[src/rtl/data_mem_arbiter.sv]
// Two-requester arbiter in front of a bram32 (separate write and read ports, 1-cycle read latency).
// Define ARB_ROUND_ROBIN_EN for round-robin arbitration; default is req0 priority with a bounded req1 wait.
`ifndef RAM_ADDR_WIDTH
`define RAM_ADDR_WIDTH 12
`endif
`ifndef DATA_WIDTH
`define DATA_WIDTH 32
`endif

module data_mem_arbiter #(
   parameter int AW       = `RAM_ADDR_WIDTH,
   parameter int DW       = `DATA_WIDTH,
   parameter int MAX_HOLD = 4
) (
   input  logic          clk,
   input  logic          rst,
   input  logic          req0_valid,
   output logic          req0_ready,
   input  logic          req0_we,
   input  logic [AW-1:0] req0_addr,
   input  logic [DW-1:0] req0_wdat,
   input  logic [3:0]    req0_be,
   output logic          req0_rvalid,
   output logic [DW-1:0] req0_rdat,
   input  logic          req1_valid,
   output logic          req1_ready,
   input  logic          req1_we,
   input  logic [AW-1:0] req1_addr,
   input  logic [DW-1:0] req1_wdat,
   input  logic [3:0]    req1_be,
   output logic          req1_rvalid,
   output logic [DW-1:0] req1_rdat,
   output logic [AW-1:0] m_w_addr,
   output logic [DW-1:0] m_w_dat,
   output logic          m_w_enb,
   output logic [3:0]    m_byte_enb,
   output logic [AW-1:0] m_r_addr,
   output logic          m_r_enb,
   input  logic [DW-1:0] m_r_dat
);

   typedef enum logic {LAST0 = 1'b0, LAST1 = 1'b1} last_t;

   last_t         last_grant, last_grant_nxt;
   logic          gnt1;
   logic          accept;
   logic          sel_we;
   logic [AW-1:0] sel_addr;
   logic          rd_vld_p0;
   logic          rd_own_p0;

`ifndef ARB_ROUND_ROBIN_EN
   localparam int            HW       = (MAX_HOLD < 1) ? 1 : $clog2(MAX_HOLD + 1);
   localparam logic [HW-1:0] HOLD_MAX = HW'(MAX_HOLD);
   logic [HW-1:0] hold_cnt, hold_nxt;
`endif

   always_ff @(posedge clk) begin
      if (rst) begin
         last_grant <= LAST1;
`ifndef ARB_ROUND_ROBIN_EN
         hold_cnt   <= '0;
`endif
      end else begin
         last_grant <= last_grant_nxt;
`ifndef ARB_ROUND_ROBIN_EN
         hold_cnt   <= hold_nxt;
`endif
      end
   end

   always_comb begin
      gnt1 = req1_valid;
      if (req0_valid && req1_valid) begin
`ifdef ARB_ROUND_ROBIN_EN
         gnt1 = (last_grant == LAST0);
`else
         gnt1 = (hold_cnt == HOLD_MAX);
`endif
      end

      req0_ready = ~rst & req0_valid & ~gnt1;
      req1_ready = ~rst & req1_valid & gnt1;
      accept     = req0_ready | req1_ready;

      sel_we     = gnt1 ? req1_we   : req0_we;
      sel_addr   = gnt1 ? req1_addr : req0_addr;
      m_w_addr   = sel_addr;
      m_r_addr   = sel_addr;
      m_w_dat    = gnt1 ? req1_wdat : req0_wdat;
      m_byte_enb = gnt1 ? req1_be   : req0_be;
      m_w_enb    = accept & sel_we;
      m_r_enb    = accept & ~sel_we;

      last_grant_nxt = last_grant;
      if (accept) last_grant_nxt = gnt1 ? LAST1 : LAST0;

`ifndef ARB_ROUND_ROBIN_EN
      // Counts req0 wins only while req1 is actually waiting.
      hold_nxt = hold_cnt;
      if (!req1_valid || req1_ready)
         hold_nxt = '0;
      else if (req0_ready && hold_cnt != HOLD_MAX)
         hold_nxt = hold_cnt + 1'b1;
`endif
   end

   // p0: bram read in flight; owner travels with it to route the returning data
   always_ff @(posedge clk) begin
      if (rst) rd_vld_p0 <= 1'b0;
      else     rd_vld_p0 <= m_r_enb;
      rd_own_p0 <= gnt1;
   end

   assign req0_rvalid = rd_vld_p0 & ~rd_own_p0 & ~rst;
   assign req1_rvalid = rd_vld_p0 &  rd_own_p0 & ~rst;
   assign req0_rdat   = req0_rvalid ? m_r_dat : '0;
   assign req1_rdat   = req1_rvalid ? m_r_dat : '0;

endmodule
[config.mk]
export PLATFORM = sky130hd
export DESIGN_NAME = data_mem_arbiter
export DESIGN_NICKNAME = d
export VERILOG_FILES = /design/src/rtl/data_mem_arbiter.sv
export SDC_FILE = /design/constraint.sdc
export NUM_CORES = 1
export LEC_CHECK = 0
export BUFFER_PORTS_ARGS = -buffer_cell sky130_fd_sc_hd__clkbuf_2
export CORE_AREA = 3 3 101 103
export CTS_BUF_LIST = sky130_fd_sc_hd__clkbuf_4
export CTS_CLUSTER_SIZE = 20
export DETAILED_ROUTE_END_ITERATION = 6
export DIE_AREA = 0 0 104 106
export RECOVER_POWER = 25
export SLEW_MARGIN = 0
export SYNTH_ARGS = -nofsm -noshare
export SYNTH_HDL_FRONTEND = slang
export SYNTH_SLANG_ARGS = --single-unit
[constraint.sdc]
create_clock -name clk -period 2.76 [get_ports clk]
set_input_delay 0.828 -clock clk [delete_from_list [all_inputs] [get_ports clk]]
set_output_delay 0.828 -clock clk [all_outputs]
set_load 0.005 [all_outputs]
==> metrics.cfg <==
[timing]
fin_skew_ns = 0.000236
rsz0062_at_grt = yes
setup_tns_ns = 0
finalHoldViolCount = 0
final-setup-viol-count = 0
finalMaxSlewViolations = 0
fmax_mhz = 369
period_needed_ns = 2.71
timing.final.crit_share = 0.982
worstMarginPinSlew_ns = 0.353
slew_headroom = 0.764

[critical_path]
required_ns = 1.93
critical_path_arrival_ns = 1.88
rr_endpoint = rd_vld_p0
cp.depth = 6
cp_common_cell = clkbuf_2
timing.rr.start = hold_cnt[0]
path_class = in -> out
cp_top_family = buffers and inverters
r2r_setup_slack_ns = 1.44
reg2reg_depth = 6
cp_slowest_cell = mux2_4
slowest_delay_ns = 0.31
cp_max_fo = 8
end_kind = output port
crit_buf_inv = 3
crit_end = m_w_dat[7]
crit_chain = clkbuf_2, a21bo_4, nand2_8, buf_4, mux2_4, clkbuf_2
cp-start-kind = input port
cp-startpoint = req0_valid

[floorplan]
coreArea_sq_um = 9280
row_count = 35
ios = 264
die_area_sq_um = 11000
dieHeight_microns = 106
start_util = 0.176
die_w_microns = 104

[routing]
antenna_left = 0
dr.pass1.iters = 4
drc = 0
wirelength_microns = 6920
first_iter_violations = 36
via_count = 2122
post_drt_wl_per_cell_microns = 12.6
via_per_inst = 3.85

[grt]
grt_pass1_wl_microns = 10400
grt_max_degree = 34
antenna_found_initial = 0
grt_pass1_vias = 2125
overflow = 0
grt_use_total = 0.112

[yosys]
yosysWarnings = 0
synth-xor-area-share = 0
yosysUniqueCellTypes = 19
synth_mux_area_frac = 0.447
synth_fa_ha_area_frac = 0.0153
synth-compound-area-share = 0.0222
ys_seq_elements = 5
synth_top_family_by_area = multiplexers
synthSimpleGateAreaFrac = 0.315
synthesis.nets = 302
syn_area_sq_um = 1630
synth-seq-area-share = 0.0613
syn-mean-instance-area_sq_um = 9.84
netlist_instances = 166

[power_and_ir_drop]
powerDensity_nw_per_um2 = 175
leakagePower_nw = 1.91
ir_drop_uv = 69.9
p_total_mw = 0.533

[clock_network]
clockRootBuffer = clkbuf_4
clockBufferDepth = 2
clkTransAtPathRegs_ns = 0.04
cts-hold-fix-buffers = 0
cts_buffers = 3
clock-sinks = 5
cts_tree = built
h-tree-depth = 1
clk_latency_ns = 0.24
cts.repair.resized = 0

[flow_run]
cap_violations = 0

[layout]
regArea_sq_um = 100
n_fill_cell = 1033
diodes = 0
drive_gt1_frac = 0.754
area_growth_syn_to_layout_pct = 86.4
multi_input_area_sq_um = 1300
fin_nets = 559

[placement]
io_buffer_count = 263
dp_hpwl_microns = 6370
gp_congestion = 0.715

[outcome]
status = finished clean

[worst_hold_path]
min_path_type = reg -> reg

report_power, final:
part	switching, mW	internal [mW]	total (mW)
registers	0.00105	0.0749	0.0760
clock network	0.0297	0.0644	0.0941
logic	0.133	0.230	0.363
worst min path at each step:
| stage | start | slack, ns | depth (start not counted) | to |
|---|---|---|---|---|
| finish | hold_cnt[0] | 0.51 | 2 | hold_cnt[0] |
| global route | hold_cnt[0] | 0.54 | 2 | hold_cnt[0] |
| CTS | hold_cnt[0] | 0.51 | 2 | hold_cnt[0] |
| detailed placement | hold_cnt[0] | 0.50 | 2 | hold_cnt[0] |
| global placement | hold_cnt[0] | 0.50 | 2 | hold_cnt[0] |
| floorplan | hold_cnt[0] | 0.48 | 2 | hold_cnt[0] |
state kept, by name, summed over array words and instances (netlist names):
register	flops
rd_own_p0	1
rd_vld_p0	1
hold_cnt	3
worst reg2reg max path, cell delays in order (launching register included):
cell and delay, ns:
dfxtp_1 0.33, inv_1 0.05, ha_1 0.24, a21bo_4 0.26, buf_4 0.14, nand3b_1 0.10
a21oi_1 0.07
cell type report:
type	instances	share of cell area
Inverter	3	0.00370
Multi-Input combinational cell	135	0.428
Sequential cell	5	0.0329
Timing Repair Buffer	275	0.473
Clock buffer	4	0.00986
Tap cell	129	0.0530
cells by family (layout without fill, tap and decap cells):
family | Yosys count | after routing
muxes | 49 | 49
adders and majority gates | 2 | 2
buffers and inverters | 26 | 282
DFF | 5 | 5
AOI/OAI and AO/OA | 5 | 5
and+or+nand+nor | 79 | 79
placed cells by master (no fill, tap or decap):
cell / n
dfxtp_1: 5
buf_4: 8
clkbuf_1: 13
and2_0: 3
ha_1: 2
a21oi_1: 4
and2_1: 63
inv_2: 1
inv_1: 2
nand3b_1: 3
nor3b_1: 1
buf_12: 4
nand2_8: 1
mux2i_1: 1
nor2_1: 3
a21bo_4: 1
clkbuf_4: 4
clkbuf_2: 250
mux2_4: 48
and3b_1: 1
nor3b_2: 1
nand3_1: 3
repair_timing:
| action | 4_1_cts | 5_1_grt |
|---|---|---|
| setup endpoints to repair | 0 | 3 |
| setup buffers | 0 | 0 |
| endpoints found under the hold margin | 0 | 0 |
cell usage after synthesis:
cell type	instances	area, sq um
mux2_4	48	721
and3b_1	1	8.76
nor3b_2	2	25.0
buf_4	12	90.1
clkbuf_1	4	15.0
mux2i_1	1	10.0
buf_12	5	100
dfxtp_1	5	100
nand3b_1	3	22.5
a21bo_4	1	16.3
nand3_1	3	15.0
nand2_8	1	20.0
nor2_1	3	11.3
ha_1	2	25.0
buf_2	2	10.0
inv_1	2	7.51
inv_2	1	3.75
a21oi_1	4	20.0
and2_1	66	413
per-layer routing:
layer	vias to the layer above	track usage	wire length (microns)
met2	131	0.214	3730
li1	1057	-	-
met4	0	0.0294	13
met1	932	0.116	2450
met3	2	0.0389	724
met5	-	0	0
per-stage QoR:
stage	cells	instance area [sq um]	util	setup WS [ns]	hold slack, ns
after CTS	551	3070	0.330	0.0301	0.515
after detailed placement	547	3040	0.327	0.0329	0.500
after global placement	547	3040	0.327	0.0506	0.496
final	551	3050	0.328	0.0492	0.508
after floorplan	166	1630	-	0.175	0.479
after global routing	551	3050	0.328	-0.00569	0.539
Power figures use the tool's default switching activity.
